File: src/rtl/wb_stage_cp0.sv
// Write-back stage with a small CP0 (Status, Cause, EPC, BadVAddr, Count,
// Compare). It commits GPR results and takes exceptions, interrupts and eret.
// Any of those produces a one-cycle flush with a redirect PC.
module wb_stage_cp0 #(
    parameter logic [31:0] EX_ENTRY  = 32'hbfc00380,
    parameter int          COUNT_DIV = 2,
    parameter int          HW_INT_W  = 6
) (
    input  logic                clk,
    input  logic                resetn,
    input  logic                ms_to_ws_valid,
    output logic                ws_allowin,
    input  logic [31:0]         ms_pc,
    input  logic                ms_gr_we,
    input  logic [4:0]          ms_dest,
    input  logic [31:0]         ms_result,
    input  logic [31:0]         ms_rt_value,
    input  logic                ms_mfc0,
    input  logic                ms_mtc0,
    input  logic                ms_eret,
    input  logic [4:0]          ms_cp0_addr,
    input  logic                ms_ex,
    input  logic [4:0]          ms_excode,
    input  logic                ms_bd,
    input  logic [31:0]         ms_badvaddr,
    input  logic [HW_INT_W-1:0] hw_int,
    output logic                rf_we,
    output logic [4:0]          rf_waddr,
    output logic [31:0]         rf_wdata,
    output logic                ws_flush,
    output logic [31:0]         ws_flush_pc,
    output logic [31:0]         debug_wb_pc,
    output logic [3:0]          debug_wb_rf_wen,
    output logic [4:0]          debug_wb_rf_wnum,
    output logic [31:0]         debug_wb_rf_wdata
);
    localparam int DIV_W = (COUNT_DIV > 1) ? $clog2(COUNT_DIV) : 1;
    localparam logic [DIV_W-1:0] DIV_MAX = DIV_W'(COUNT_DIV - 1);

    localparam logic [4:0] A_BADV = 5'd8,  A_COUNT = 5'd9,  A_CMP = 5'd11;
    localparam logic [4:0] A_STAT = 5'd12, A_CAUSE = 5'd13, A_EPC = 5'd14;

    // WB payload
    logic        r_ws_valid;
    logic [31:0] r_pc, r_result, r_rt_value, r_badvaddr;
    logic        r_gr_we, r_mfc0, r_mtc0, r_eret, r_ex, r_bd;
    logic [4:0]  r_dest, r_cp0_addr, r_excode;

    // CP0 state
    logic [7:0]  r_c0_im;
    logic        r_c0_exl, r_c0_ie;
    logic        r_c0_bd, r_c0_ti;
    logic [5:0]  r_c0_ip_hw;
    logic [1:0]  r_c0_ip_sw;
    logic [4:0]  r_c0_excode;
    logic [31:0] r_c0_epc, r_c0_badv, r_c0_count, r_c0_cmp;
    logic        r_c0_cmp_set;
    logic [DIV_W-1:0] r_div;

    logic        w_ready_go, w_int, w_exc, w_eret, w_mtc0;
    logic [4:0]  w_exc_code;
    logic [5:0]  w_hw_ext;
    logic [31:0] w_status, w_cause, w_cp0_rdata;

    assign w_ready_go = 1'b1;
    assign ws_allowin = !r_ws_valid || w_ready_go;

    assign w_status = {9'd0, 1'b1, 6'd0, r_c0_im, 6'd0, r_c0_exl, r_c0_ie};
    assign w_cause  = {r_c0_bd, r_c0_ti, 14'd0, r_c0_ip_hw, r_c0_ip_sw, 1'b0, r_c0_excode, 2'b00};

    // Interrupt is only taken against a valid WB instruction; it outranks an
    // upstream exception on the same instruction.
    assign w_int      = r_ws_valid && r_c0_ie && !r_c0_exl &&
                        (|({r_c0_ip_hw, r_c0_ip_sw} & r_c0_im));
    assign w_exc      = (r_ws_valid && r_ex) || w_int;
    assign w_exc_code = w_int ? 5'd0 : r_excode;
    assign w_eret     = r_ws_valid && r_eret && !w_exc;
    assign w_mtc0     = r_ws_valid && r_mtc0 && !w_exc;

    assign ws_flush    = w_exc || w_eret;
    assign ws_flush_pc = w_exc ? EX_ENTRY : (w_eret ? r_c0_epc : 32'd0);

    assign rf_we    = r_ws_valid && r_gr_we && !w_exc;
    assign rf_waddr = r_dest;
    assign rf_wdata = r_mfc0 ? w_cp0_rdata : r_result;

    assign debug_wb_pc       = r_pc;
    assign debug_wb_rf_wen   = {4{rf_we}};
    assign debug_wb_rf_wnum  = rf_waddr;
    assign debug_wb_rf_wdata = rf_wdata;

    // Zero-extend the external interrupt lines onto IP[7:2]
    always_comb begin
        w_hw_ext = 6'd0;
        w_hw_ext[HW_INT_W-1:0] = hw_int;
    end

    // CP0 read port, sees state before this cycle's write
    always_comb begin
        w_cp0_rdata = 32'd0;
        case (r_cp0_addr)
            A_BADV:  w_cp0_rdata = r_c0_badv;
            A_COUNT: w_cp0_rdata = r_c0_count;
            A_CMP:   w_cp0_rdata = r_c0_cmp;
            A_STAT:  w_cp0_rdata = w_status;
            A_CAUSE: w_cp0_rdata = w_cause;
            A_EPC:   w_cp0_rdata = r_c0_epc;
            default: w_cp0_rdata = 32'd0;
        endcase
    end

    // Valid bit: an instruction arriving during a flush is dropped
    always_ff @(posedge clk) begin
        if (!resetn)         r_ws_valid <= 1'b0;
        else if (ws_allowin) r_ws_valid <= ms_to_ws_valid && !ws_flush;
    end

    // Payload capture on handshake
    always_ff @(posedge clk) begin
        if (!resetn) begin
            r_pc <= '0; r_result <= '0; r_rt_value <= '0; r_badvaddr <= '0;
            r_gr_we <= 1'b0; r_mfc0 <= 1'b0; r_mtc0 <= 1'b0; r_eret <= 1'b0;
            r_ex <= 1'b0; r_bd <= 1'b0;
            r_dest <= '0; r_cp0_addr <= '0; r_excode <= '0;
        end else if (ms_to_ws_valid && ws_allowin) begin
            r_pc <= ms_pc; r_result <= ms_result; r_rt_value <= ms_rt_value;
            r_badvaddr <= ms_badvaddr;
            r_gr_we <= ms_gr_we; r_mfc0 <= ms_mfc0; r_mtc0 <= ms_mtc0;
            r_eret <= ms_eret; r_ex <= ms_ex; r_bd <= ms_bd;
            r_dest <= ms_dest; r_cp0_addr <= ms_cp0_addr; r_excode <= ms_excode;
        end
    end

    // CP0 update: timer, exception/eret commit, mtc0 writes
    always_ff @(posedge clk) begin
        if (!resetn) begin
            r_c0_im <= '0; r_c0_exl <= 1'b0; r_c0_ie <= 1'b0;
            r_c0_bd <= 1'b0; r_c0_ti <= 1'b0; r_c0_ip_hw <= '0; r_c0_ip_sw <= '0;
            r_c0_excode <= '0; r_c0_epc <= '0; r_c0_badv <= '0;
            r_c0_count <= '0; r_c0_cmp <= '0; r_c0_cmp_set <= 1'b0; r_div <= '0;
        end else begin
            r_c0_ip_hw <= w_hw_ext | {r_c0_ti, 5'd0};

            if (w_mtc0 && r_cp0_addr == A_COUNT) begin
                r_c0_count <= r_rt_value;
                r_div      <= '0;
            end else if (r_div == DIV_MAX) begin
                r_c0_count <= r_c0_count + 32'd1;
                r_div      <= '0;
            end else begin
                r_div <= r_div + 1'b1;
            end

            if (w_mtc0 && r_cp0_addr == A_CMP) begin
                r_c0_cmp     <= r_rt_value;
                r_c0_cmp_set <= 1'b1;
                r_c0_ti      <= 1'b0;
            end else if (r_c0_cmp_set && r_c0_count == r_c0_cmp) begin
                r_c0_ti <= 1'b1;
            end

            if (w_exc) begin
                if (!r_c0_exl) begin
                    r_c0_epc <= r_bd ? r_pc - 32'd4 : r_pc;
                    r_c0_bd  <= r_bd;
                end
                r_c0_exl    <= 1'b1;
                r_c0_excode <= w_exc_code;
                if (w_exc_code == 5'd4 || w_exc_code == 5'd5) r_c0_badv <= r_badvaddr;
            end else if (w_eret) begin
                r_c0_exl <= 1'b0;
            end else if (w_mtc0) begin
                case (r_cp0_addr)
                    A_STAT: begin
                        r_c0_im  <= r_rt_value[15:8];
                        r_c0_exl <= r_rt_value[1];
                        r_c0_ie  <= r_rt_value[0];
                    end
                    A_CAUSE: r_c0_ip_sw <= r_rt_value[9:8];
                    A_EPC:   r_c0_epc   <= r_rt_value;
                    default: ;
                endcase
            end
        end
    end
endmodule
File: config.mk
export PLATFORM = sky130hd
export DESIGN_NAME = wb_stage_cp0
export DESIGN_NICKNAME = d
export VERILOG_FILES = /design/src/rtl/wb_stage_cp0.sv
export SDC_FILE = /design/constraint.sdc
export NUM_CORES = 1
export LEC_CHECK = 0
export CAP_MARGIN = 20
export CORE_MARGIN = 4
export CORE_UTILIZATION = 41
export CTS_CLUSTER_SIZE = 40
export DETAILED_ROUTE_END_ITERATION = 10
export GPL_TIMING_DRIVEN = 0
export HOLD_SLACK_MARGIN = 0.05
export PLACE_DENSITY = 0.69
export REMOVE_ABC_BUFFERS = 1
export SYNTH_ARGS = -nofsm -noshare
export SYNTH_HDL_FRONTEND = slang
export SYNTH_SLANG_ARGS = --single-unit
export TNS_END_PERCENT = 50
File: constraint.sdc
create_clock -name clk -period 2.8 [get_ports clk]
set_input_delay 0.84 -clock clk [delete_from_list [all_inputs] [get_ports clk]]
set_output_delay 0.84 -clock clk [all_outputs]
set_load 0.005 [all_outputs]
Yosys cells after proc, flatten, opt, wreduce, memory -nomap -nowiden
Index checks and enable logic that the tools add are counted.
- register bits: 305
- bits of input ports: 158
- output and inout bits: 145
- add/subtract/negate cells: 3
- eq/ne operators: 11
- multiplexer cells: 17
- bitwise gates (word level): 6
- reductions and logical operators: 34
- operators by type and width (operator ; count):
    2-to-1 mux 32 bit ; 11
    case mux 32 bit (6 select lines) ; 1
    adder 32 x 1 -> 32 bit, second input constant ; 1
    equality test 32 bit ; 1
    subtractor 32 x 3 -> 32 bit, second input constant ; 1
    equality test 5 x 4 -> 1 bit, second input constant ; 6
    logical AND 1 bit ; 14
    AND reduction 4 bit ; 3
    equality test 5 x 3 -> 1 bit, second input constant ; 2
    bitwise AND 8 bit ; 1
    OR reduction 8 bit ; 1
    OR 6 bit ; 1
    AND reduction 2 bit ; 3
    nonzero test 2 bit ; 3
    nonzero test 3 bit ; 2
    2-to-1 mux 5 bit ; 1
    2-to-1 mux 1 bit ; 4
    inequality test 2 bit, second input constant ; 2
    inverter 1 bit ; 4
    zero test 1 bit ; 3
    logical OR 1 bit ; 3
    OR reduction 3 bit ; 1
    OR reduction 2 bit ; 1
    adder 1 bit, second input constant ; 1

Logic depth before layout (Yosys ltp)
Gate-level depths: netlist (run 1).
- word-level depth: 9
- mapped depth: 9
- gate-level depth less buffers: 8

Worst setup path after synthesis (run 1)
No wires, ideal clock.
- path kind: register to output
- from: register r_cp0_addr[1]
- to: output rf_wdata[13]
- arrival: 1959 ps
- setup slack: 1 ps
- stages on the path, launching flop included: 7
- path buffers: 2
- path through: dfxtp_1 > or4bb_1 > nor2_2 > clkbuf_1 > a22oi_1 > a41oi_1 > buf_4
- word-level cells in the longest chain between the ends: 3
- RTL lines (what ; line ; RTL):
    start, declared ; 47 ; logic [4:0] r_dest, r_cp0_addr, r_excode;
    start signal, assigned ; 130 ; r_dest <= ms_dest; r_cp0_addr <= ms_cp0_addr; r_excode <= ms_excode;
    equality test 5 x 4 -> 1 bit ; 101 ; case (r_cp0_addr)
    case mux 32 bit (6 select lines) (*) ; 101 ;
    2-to-1 mux 32 bit (*) ; 85 ; assign rf_wdata = r_mfc0 ? w_cp0_rdata : r_result;
    end, declared ; 29 ; output logic [31:0] rf_wdata,
Every way passes the cells marked *; elsewhere a longest branch is shown, timed or not.

Worst setup path in the final report (run 1)
- from: register r_cp0_addr[3]
- to: output debug_wb_rf_wdata[0]
- word-level cells in the longest chain between the ends: 3
- RTL lines (what ; line ; RTL):
    equality test 5 x 4 -> 1 bit ; 101 ;
    case mux 32 bit (6 select lines) (*) ; 101 ;
    2-to-1 mux 32 bit (*) ; 85 ;
    end, declared ; 35 ; output logic [31:0] debug_wb_rf_wdata
Marks and branches as above.

==> summary.md, run 1 <==
| Metric | Value |
|---|---|
| EDFF count, synth | `0` |
| Sw Share | `24.5%` |
| Worst-path maximum fanout | `5` |
| Post-Syn Instances | `1703` |
| Maximum number of pins on one net before global-route repair | `139` |
| Gr usage total | `25.7%` |
| Die width | `195 um` |
| Comb pwr share | `11.5%` |
| Iteration-0 DRC Markers | `1356` |
| Clk_skew | `0.0135 ns` |
| Post-route clock period utilization | `119%` |
| Initial antenna violation count | `1` |
| Origin of the critical flop-to-flop path | `r_cp0_addr[1]$_SDFFE_PN0P_` |
| DRC | `0` |
| CTS tree | `built` |
| Failing checks | `negative setup slack` |
| Max cap viols | `0` |
| H-tree depth | `2` |
| Share of the yosys chip area belonging to registers | `42.4%` |
| Final instance area | `20400 um^2` |
| Synth Warn # | `0` |
| Vias in the first global route | `13.4k` |
| Placement Setup Slack | `-1.06 ns` |
| Setup crit start kind | `flip-flop` |
| Compound-gate portion of the synthesized area | `14.8%` |
| Required @ worst endpoint | `1.96 ns` |
| Int Power | `7.88 mW` |
| Critical path arrival | `2.50 ns` |
| Drt via density | `5.62` |
| Rows | `68` |
| Vias | `13.9k` |
| Cell variety after synth | `70` |
| Asr flop ratio synth | `0%` |
| Max clock buf depth | `3` |
| Share of layout cells above drive strength 1 | `21.7%` |
| Mean Syn Cell Area | `8.46 um^2` |
| Core area | `34600 um^2` |
| IO Count | `303` |
| Placed Instance Area | `17600 um^2` |
| Post-Synth Simple-Gate Area | `19.5%` |
| Setup_tns | `-39.87 ns` |
| Synthesized area | `14400 um^2` |
| Worst slew margin | `37.3%` |
| Leakage | `7.87 nW` |
| Filler cells | `2980` |
| WL/cell | `21.3 um` |
| RSZ-0062 raised after global routing | `yes` |
| Slowest cell on crit path | `a222oi_1` |
| Num CTS Buffers | `35` |
| RD Place Congestion | `0.881` |
| Worst-margin pin slew | `0.938 ns` |
| R2R Setup Slk | `-0.17 ns` |
| Fmax | `0.299 GHz` |
| Pre-Repair DR Iteration Count | `5` |
| Register bit total from synthesis | `305` |
| Worst Hold Launch | `r_badvaddr[4]$_SDFFE_PN0P_` |
| Final Max Slew Viols | `0` |
| Reg2Reg Depth | `9` |
| Die extent in y | `195 um` |
| Starting Density | `41.6%` |
| ANT nets after route | `0` |
| Mux cell area share after synthesis | `10.5%` |
| Power per cell area | `512 nW/um^2` |
| Synth Area in Adders | `0.174%` |
| Largest family of logic cells by synthesized area | `simple AND/OR/NAND/NOR gates` |
| First-pass GRT wire length | `78700 um` |
| Maximum VDD drop | `0.413 mV` |
| Reg2Reg Capture Point | `r_c0_count[19]$_SDFFE_PN0P_` |
| Critical path startpoint | `r_cp0_addr[3]$_SDFFE_PN0P_` |
| Sequential Power Share | `44.6%` |
| Main flop type after synthesis | `dfxtp_1` |
| Critical path class | `flip-flop to primary output` |
| Final nets | `2151` |
| Hold-fix buffers, CTS | `0` |
| Critical-path cell list | `or3b_4, buf_4, nor2_4, buf_4, buf_12, buf_4, a222oi_1, a21o_1, o21ai_2, buf_2` |
| CTS Sinks | `305` |
| Worst-Skew Late Latency | `0.51 ns` |
| Clock Power Share | `43.9%` |
| Max stage delay on crit path | `0.39 ns` |
| Net switching power figure | `2.55 mW` |
| Die footprint | `38200 um^2` |
| Final setup fails | `128` |
| Total gr overflow | `0` |
| XOR/XNOR Fraction of Synth Area | `5.47%` |
| Dpl hpwl | `34000 um` |
| Most used cell, CP | `buf_4` |
| Area grow syn2layout | `41.3%` |
| Most frequent cells in the layout | `295 x dfxtp_1, 226 x nand2_1, 200 x nor2_1` |
| Crit path to | `debug_wb_rf_wdata[0]` |
| Status | `complete, but fails checks` |
| Crit end category | `primary output` |
| Clock root cell | `clkbuf_16` |
| Final hold vios | `0` |
| PortBufs | `301` |
| Post-layout min period | `3.34 ns` |
| Commonest non-fill, non-tap cell in the layout | `dfxtp_1` |
| Reg clk slew, reported paths | `0.06 ns` |
| Worst min path class | `flip-flop to flip-flop` |
| Final setup margin | `-0.543 ns` |
| Total wire length | `52700 um` |
| PnR Total Power | `10.4 mW` |
==> state kept, by name, summed over array words and instances, names as in the netlist, 2 cells and up <==
register	count
r_c0_count	32
r_c0_ip_hw	6
r_rt_value	32
r_c0_ip_sw	2
r_c0_im	8
r_excode	5
r_cp0_addr	5
r_badvaddr	32
debug_wb_rf_wnum	5
r_c0_epc	32
r_c0_badv	32
r_c0_excode	5
debug_wb_pc	32
r_c0_cmp	32
r_result	32
==> routing by layer <==
metal / part of all wire [%] / GRT usage [%] / up-vias
met3: 9.0 / 5.92 / 100
met5: 0.038 / 0 / -
met2: 47 / 42.5 / 669
met4: 2.6 / 7.58 / 2
li1: - / - / 6461
met1: 41 / 33.6 / 6644
==> cell families after synthesis <==
group | count (synthesis)
simple gates | 611
compound gates | 335
flops | 305
buf+inv | 208
mux | 151
xor+xnor | 90
fa+ha+maj | 2
other cells | 1
==> worst min path at each step <==
stage / end / cells after the start / slack, ns
after floorplan: r_c0_badv[0]$_SDFFE_PN0P_ / 2 / 0.43
after global placement: r_c0_badv[10]$_SDFFE_PN0P_ / 2 / 0.44
after detailed placement: r_c0_badv[4]$_SDFFE_PN0P_ / 2 / 0.44
after CTS: r_c0_badv[4]$_SDFFE_PN0P_ / 2 / 0.45
after global routing: r_c0_badv[4]$_SDFFE_PN0P_ / 2 / 0.47
final: r_c0_badv[4]$_SDFFE_PN0P_ / 2 / 0.45
==> area by class of cell <==
cell class / instances / area (um^2) / share of cell area, %
clock inverters: 13 / 120 / 0.590
inverters: 32 / 131 / 0.646
repair buffers: 426 / 4360 / 21.4
well taps: 455 / 569 / 2.80
flip-flops and latches: 305 / 6140 / 30.1
multi-input cells: 1191 / 8010 / 39.4
diodes: 1 / 2.50 / 0.0123
clock buffers: 47 / 1020 / 5.03
==> power groups by stage <==
| stage | Sequential, mW | Clock [mW] | Combinational [mW] |
|---|---|---|---|
| 6_report | 4.65 | 4.58 | 1.20 |
| 2_1_floorplan | 4.69 | 0 | 0.445 |
| 4_1_cts | 4.64 | 4.64 | 1.17 |
| 3_5_place_dp | 4.75 | 0 | 1.09 |
| 5_1_grt | 4.67 | 4.81 | 1.29 |
| 3_3_place_gp | 4.75 | 0 | 1.17 |
==> cells in the mapped netlist, types with 10 or more instances <==
cell type,n,share of area (%)
o22ai_1,16,0.69
xnor2_1,57,3.5
nand3_1,36,1.3
a222oi_1,10,0.69
a21o_1,10,0.52
nand4_1,25,1.1
nor4_1,11,0.48
a221oi_1,15,0.91
inv_1,32,0.83
xor2_1,33,2.0
buf_2,19,0.66
dfxtp_1,305,42
nor2_1,204,5.3
a211oi_1,16,0.83
a22oi_1,36,1.9
a22o_1,14,0.85
buf_1,11,0.29
a21oi_1,123,4.3
nand2_1,238,6.2
mux2i_1,151,10
nor3_1,19,0.66
buf_4,43,2.2
clkbuf_1,96,2.5
and3_1,25,1.1
o21ai_0,57,2.0
==> per-stage QoR <==
step           util [%]  std cells  hold WS, ns
2_1_floorplan         -       1527        0.431
3_3_place_gp       49.3       2283        0.444
3_5_place_dp       50.7       2304        0.443
4_1_cts            57.5       2450        0.455
5_1_grt            58.8       2469        0.468
6_report           58.8       2470        0.453
==> repair_timing <==
action	CTS	global route
buffers inserted	83	24
pin swaps	59	45
resized for setup	566	85
endpoints found under the setup margin	170	168
gates cloned	6	0
==> critical path, delay by kind of cell (launching register included) <==
kind	cells	cell delay [ns]
simple gates	2	0.30
flops	1	0.36
buf+inv	5	0.63
compound gates	3	0.68
No activity file was read; power rests on OpenSTA's default activity.
==> inputs of run 2 (changes only) <==
--- a/config.mk
+++ b/config.mk
@@ -14,6 +14,7 @@
 export HOLD_SLACK_MARGIN = 0.05
 export PLACE_DENSITY = 0.69
 export REMOVE_ABC_BUFFERS = 1
+export SLEW_MARGIN = 5
 export SYNTH_ARGS = -nofsm -noshare
 export SYNTH_HDL_FRONTEND = slang
 export SYNTH_SLANG_ARGS = --single-unit
==> summary.md, run 2 (synthesized netlist as in run 1, its figures left out) <==
| Metric | Value |
|---|---|
| Status | `complete, but fails checks` |
| Failing checks | `negative setup slack` |
| Fin cells | `2474 (+0.16%)` |
| Worst hold slack | `0.450 ns (-0.00302 ns)` |
| Critical path arrival | `2.56 ns (+0.06 ns)` |
| Core area | `34600 um^2 (unchanged)` |
| Vias | `13.9k (+0.18%)` |
| Worst slew margin | `39.7% (+2.4 points)` |
| Critical-path cell list | `or3b_4, buf_4, nor2_4, buf_16, a222oi_1, a21o_1, o21ai_2, buf_2` |
| Gr usage total | `25.6% (-0.11 points)` |
| Max clock buf depth | `3 (unchanged)` |
| Final instance area | `20200 um^2 (-0.76%)` |
| PnR Total Power | `10.3 mW (-1.2%)` |
| Crit end category | `primary output` |
| Reg clk slew, reported paths | `0.06 ns (about the same)` |
| PortBufs | `301 (unchanged)` |
| Final hold vios | `0 (unchanged)` |
| Met3 usage | `6.69% (+0.78 points)` |
| DRC | `0 (unchanged)` |
| Total wire length | `52900 um (+0.52%)` |
| GR Util met2 | `41.6% (-0.87 points)` |
| Final nets | `2155 (+0.19%)` |
| Sequential Power Share | `45.2% (+0.6 points)` |
| Comb pwr share | `11.6% (about the same)` |
| Required @ worst endpoint | `1.96 ns (about the same)` |
| RSZ-0062 raised after global routing | `yes` |
| Final setup margin | `-0.600 ns (-0.0573 ns)` |
| Starting Density | `41.6% (unchanged)` |
| Pre-Repair DR Iteration Count | `8 (+3)` |
| H-tree depth | `2 (unchanged)` |
| CTS tree | `built` |
| Leakage | `7.88 nW (+0.15%)` |
| Placed Cells | `2304 (unchanged)` |
| RD Place Congestion | `0.881 (unchanged)` |
| Iteration-0 DRC Markers | `1068 (-21%)` |
| Die footprint | `38200 um^2 (unchanged)` |
| Worst-margin pin slew | `0.904 ns (-0.0340 ns)` |
| Setup crit start kind | `flip-flop` |
| Int Power | `7.76 mW (-1.5%)` |
| Worst-path maximum fanout | `9 (+4)` |
| Power per cell area | `510 nW/um^2 (-0.42%)` |
| Post-layout min period | `3.40 ns (+0.0573 ns)` |
| WL/cell | `21.4 um (+0.35%)` |
| Clock Power Share | `43.2% (-0.7 points)` |
| Fmax | `0.294 GHz (-1.7%)` |
| IO Count | `303 (unchanged)` |
| Post-route clock period utilization | `121% (+2.0 points)` |
| Clock root cell | `clkbuf_16` |
| Worst-Skew Late Latency | `0.52 ns (about the same)` |
| Maximum number of pins on one net before global-route repair | `139 (unchanged)` |
| Critical path's top delay family | `compound AO/OA/AOI/OAI gates` |
| Initial antenna violation count | `3 (+2)` |
| First-pass GRT wire length | `78300 um (-0.53%)` |
| Sw Share | `24.7% (+0.23 points)` |
| Share of layout cells above drive strength 1 | `20.9% (-0.89 points)` |
| Max stage delay on crit path | `0.66 ns (+0.27 ns)` |
| Placement Setup Slack | `-1.14 ns (-0.0778 ns)` |
| Net switching power figure | `2.55 mW (-0.26%)` |
| Slowest cell on crit path | `a222oi_1` |
| Die extent in y | `195 um (unchanged)` |
| Rows | `68 (unchanged)` |
| Clk_skew | `0.0108 ns (-0.00275 ns)` |
| Drt via density | `5.62 (about the same)` |
| Vias in the first global route | `13.4k (+0.29%)` |
| Num CTS Buffers | `36 (+2.9%)` |
| Layer with the highest usage | `met2` |
| Die width | `195 um (unchanged)` |
| Dpl hpwl | `33900 um (-0.20%)` |
| CTS Sinks | `305 (unchanged)` |
| Area grow syn2layout | `40.2%` |
| Final Max Slew Viols | `0 (unchanged)` |
| M1 GR Usage | `33.3% (-0.28 points)` |
| Commonest non-fill, non-tap cell in the layout | `dfxtp_1` |
| Worst Path Buf+Inv | `3 (-2)` |
| Max cap viols | `0 (unchanged)` |
| Final setup fails | `103 (-20%)` |
| Placed Instance Area | `17500 um^2 (-0.13%)` |
| Total gr overflow | `0 (unchanged)` |
| Worst min path class | `flip-flop to flip-flop` |
| Critical path class | `flip-flop to primary output` |
| Most frequent cells in the layout | `296 x dfxtp_1, 227 x nand2_1, 202 x nor2_1` |
| Maximum VDD drop | `0.388 mV (-6.1%)` |
| ANT nets after route | `0 (unchanged)` |
==> run 2: cell types whose count changed in the layout (fill, tap and decap cells not counted), moves of 4 or more <==
cell | before | now
buf_4 | 49 | 60
clkbuf_1 | 4 | 8
buf_12 | 23 | 15
o21ai_1 | 2 | 15
buf_6 | 67 | 56
o21ai_0 | 44 | 34
==> run 2: power by group through the flow <==
stage / Sequential [mW] / Clock [mW] / Combinational (mW)
after floorplan: 4.69 / 0 / 0.445
after global placement: 4.75 / 0 / 1.17
after detailed placement: 4.75 / 0 / 1.09
after CTS: 4.65 / 4.53 / 1.17
after global routing: 4.67 / 4.70 / 1.29
final: 4.65 / 4.46 / 1.20
==> run 2: path summary, 6_finish.rpt <==
kind,from,slack (ns),cells past startpoint,end
worst min-delay path,r_badvaddr[26]$_SDFFE_PN0P_,0.45,2,r_c0_badv[26]$_SDFFE_PN0P_
worst max-delay path,r_cp0_addr[3]$_SDFFE_PN0P_,-0.60,8,debug_wb_rf_wdata[31]
worst min register to register,r_badvaddr[26]$_SDFFE_PN0P_,0.45,2,r_c0_badv[26]$_SDFFE_PN0P_
worst max register to register,r_cp0_addr[0]$_SDFFE_PN0P_,-0.01,7,r_c0_epc[23]$_SDFFE_PN0P_
==> run 2: worst min-delay path: stages, from the launching register on <==
cell and delay, ns:
dfxtp_1 0.31, nand2_1 0.05, a21oi_1 0.05
==> run 2: layout make-up <==
cell class,count,area [um^2]
Fill cell,3011,14400
Clock buffer,53,1070
Inverter,32,128
Antenna cell,1,2.50
Clock inverter,8,47.5
Timing Repair Buffer,427,4270
Sequential cell,305,6130
Multi-Input combinational cell,1193,7980
Tap cell,455,569
==> run 2: stage by stage <==
step                setup TNS, ns  utilization (%)
CTS                        -40.15             57.0
floorplan                 -650.93                -
detailed placement        -110.63             50.6
global route               -47.75             58.3
global placement         -2268.17             49.3
finish                     -40.17             58.3
==> run 2: layer usage <==
| layer | wire length [um] | share of wire, % |
|---|---|---|
| met1 | 21500 | 41 |
| met2 | 24600 | 47 |
| met3 | 5230 | 9.9 |
| met4 | 1600 | 3.0 |
| met5 | 23 | 0.043 |
==> run 2: timing repair <==
action,in CTS,in global routing
hold buffers,0,0
pin swaps,55,43
resized for setup,547,66
cloned,5,3
setup endpoints to repair,170,155
buffers inserted,80,30
==> inputs of run 3 (changes only) <==
--- a/config.mk
+++ b/config.mk
@@ -13,6 +13,7 @@
 export GPL_TIMING_DRIVEN = 0
 export HOLD_SLACK_MARGIN = 0.05
 export PLACE_DENSITY = 0.69
+export RECOVER_POWER = 100
 export REMOVE_ABC_BUFFERS = 1
 export SLEW_MARGIN = 5
 export SYNTH_ARGS = -nofsm -noshare
==> summary.md, run 3 (synthesized netlist as in run 1, its figures left out) <==
| Metric | Value |
|---|---|
| Status | `complete, but fails checks` |
| Failing checks | `max-capacitance violations, max-slew violations, negative setup slack` |
| Worst Hold Launch | `r_badvaddr[26]$_SDFFE_PN0P_` |
| WHS Path Cells | `2 (unchanged)` |
| IO Count | `303 (unchanged)` |
| Crit end category | `primary output` |
| Die extent in y | `195 um (unchanged)` |
| Vias in the first global route | `13.4k (unchanged)` |
| Final nets | `2155 (unchanged)` |
| Final setup fails | `240 (+130%)` |
| Initial antenna violation count | `3 (unchanged)` |
| Clk_skew | `0.0110 ns (+0.000277 ns)` |
| Total gr overflow | `0 (unchanged)` |
| Footprint of the multi-input gates | `7970 um^2 (about the same)` |
| Gr usage total | `25.6% (unchanged)` |
| Fmax | `0.295 GHz (+0.23%)` |
| H-tree depth | `2 (unchanged)` |
| Post-route clock period utilization | `121% (-0.27 points)` |
| Worst-path maximum fanout | `9 (unchanged)` |
| Reg clk slew, reported paths | `0.06 ns (about the same)` |
| Worst min path class | `flip-flop to flip-flop` |
| Critical path class | `flip-flop to primary output` |
| Placement Setup Slack | `-1.14 ns (unchanged)` |
| Final Max Slew Viols | `28 (+28)` |
| RSZ-0062 raised after global routing | `yes` |
| Most frequent cells in the layout | `296 x dfxtp_1, 227 x nand2_1, 202 x nor2_1` |
| Worst-margin pin slew | `1.70 ns (+0.800 ns)` |
| Starting Density | `41.6% (unchanged)` |
| Placed Cells | `2304 (unchanged)` |
| FF+latch area | `6130 um^2 (unchanged)` |
| Final hold vios | `0 (unchanged)` |
| R2R Setup Slk | `0.01 ns (+0.02 ns)` |
| Total wire length | `52900 um (-0.12%)` |
| Origin of the critical flop-to-flop path | `r_cp0_addr[0]$_SDFFE_PN0P_` |
| Max clock buf depth | `3 (unchanged)` |
| ANT nets after route | `0 (unchanged)` |
| Maximum VDD drop | `0.388 mV (about the same)` |
| Leakage | `7.92 nW (+0.47%)` |
| WL/cell | `21.4 um (-0.12%)` |
| Maximum number of pins on one net before global-route repair | `139 (unchanged)` |
| PnR Total Power | `10.3 mW (-0.11%)` |
| Hold EP | `r_c0_badv[26]$_SDFFE_PN0P_` |
| Die width | `195 um (unchanged)` |
| Num CTS Buffers | `36 (unchanged)` |
| Core area | `34600 um^2 (unchanged)` |
| Drt via density | `5.61 (-0.14%)` |
| Fin cells | `2474 (unchanged)` |
| Final setup margin | `-0.592 ns (+0.00764 ns)` |
| Reg2Reg Capture Point | `r_c0_epc[23]$_SDFFE_PN0P_` |
| Worst slew margin | `-13.6% (-53 points)` |
| Max cap viols | `1 (+1)` |
| Power per cell area | `510 nW/um^2 (about the same)` |
| CTS Sinks | `305 (unchanged)` |
| Pre-Repair DR Iteration Count | `5 (-3)` |
| Vias | `13.9k (-0.14%)` |
| CTS tree | `built` |
| Iteration-0 DRC Markers | `1064 (-0.37%)` |
| Area grow syn2layout | `40.1% (about the same)` |
| Die footprint | `38200 um^2 (unchanged)` |
| Filler cells | `3011 (unchanged)` |
| PortBufs | `301 (unchanged)` |
| First-pass GRT wire length | `78300 um (unchanged)` |
| RD Place Congestion | `0.881 (unchanged)` |
| Worst-Skew Late Latency | `0.52 ns (about the same)` |
| Rows | `68 (unchanged)` |
| Worst hold slack | `0.451 ns (+0.00103 ns)` |
| Required @ worst endpoint | `1.96 ns (about the same)` |
| Post-layout min period | `3.39 ns (-0.00764 ns)` |
| Share of layout cells above drive strength 1 | `20.8% (-0.050 points)` |
| DRC | `0 (unchanged)` |
| Clock root cell | `clkbuf_16` |
| Critical path arrival | `2.55 ns (about the same)` |
| Setup crit start kind | `flip-flop` |
| Commonest non-fill, non-tap cell in the layout | `dfxtp_1` |
| Dpl hpwl | `33900 um (unchanged)` |
| Reg2Reg Depth | `7 (unchanged)` |
run 3: cell type report:
type                    count  share of cell area (%)
clock inverters             8                   0.236
well taps                 455                    2.82
clock buffers              53                    5.28
flip-flops and latches    305                    30.4
inverters                  32                   0.620
diodes                      1                  0.0124
multi-input cells        1193                    39.5
repair buffers            427                    21.1
run 3: worst max-delay path by stage:
stage                               start                         to  slack (ns)  depth (start not counted)
2_1_floorplan                      resetn  r_c0_epc[30]$_SDFFE_PN0P_       -2.24                          2
3_3_place_gp                       resetn  r_c0_epc[30]$_SDFFE_PN0P_       -7.13                          3
3_5_place_dp   r_cp0_addr[3]$_SDFFE_PN0P_       debug_wb_rf_wdata[7]       -1.14                          7
4_1_cts        r_cp0_addr[2]$_SDFFE_PN0P_      debug_wb_rf_wdata[21]       -0.54                          9
5_1_grt        r_cp0_addr[0]$_SDFFE_PN0P_      debug_wb_rf_wdata[18]       -0.60                          9
6_report       r_cp0_addr[3]$_SDFFE_PN0P_      debug_wb_rf_wdata[31]       -0.59                          8
run 3: worst max-delay path, cell delays in order, from the launching register on:
cell and delay, ns:
dfxtp_4 0.35, or3b_4 0.25, buf_4 0.12, nor2_4 0.04
buf_16 0.15, a222oi_1 0.65, a21o_1 0.26, o21ai_2 0.07
buf_2 0.14
run 3: routing by layer:
metal	GRT usage, %	vias to the layer above	wire, um
li1	-	6487	-
met1	33.3	6592	21300
met2	41.6	679	24700
met3	6.69	119	5250
met4	8.07	4	1580
met5	0	-	23
run 3: stage by stage:
stage	util, %	area [um^2]	TNS [ns]
final	58.3	20200	-54.38
after detailed placement	50.6	17500	-110.63
after CTS	57.0	19700	-40.15
after global placement	49.3	17100	-2268.17
after global routing	58.3	20200	-89.98
after floorplan	-	13500	-650.93
run 3: repair_timing:
item | in CTS | in global routing
hold buffers | 0 | 0
setup buffers | 80 | 30
cloned | 5 | 3
endpoints found under the setup margin | 170 | 155
pin swaps | 55 | 43
gates resized for setup | 547 | 66
run 3: report_power, final:
group | total [mW] | internal, mW | switching, mW
clock network | 4.45 | 2.63 | 1.82
logic | 1.19 | 0.639 | 0.550
registers | 4.65 | 4.48 | 0.168
total | 10.3 | 7.75 | 2.54
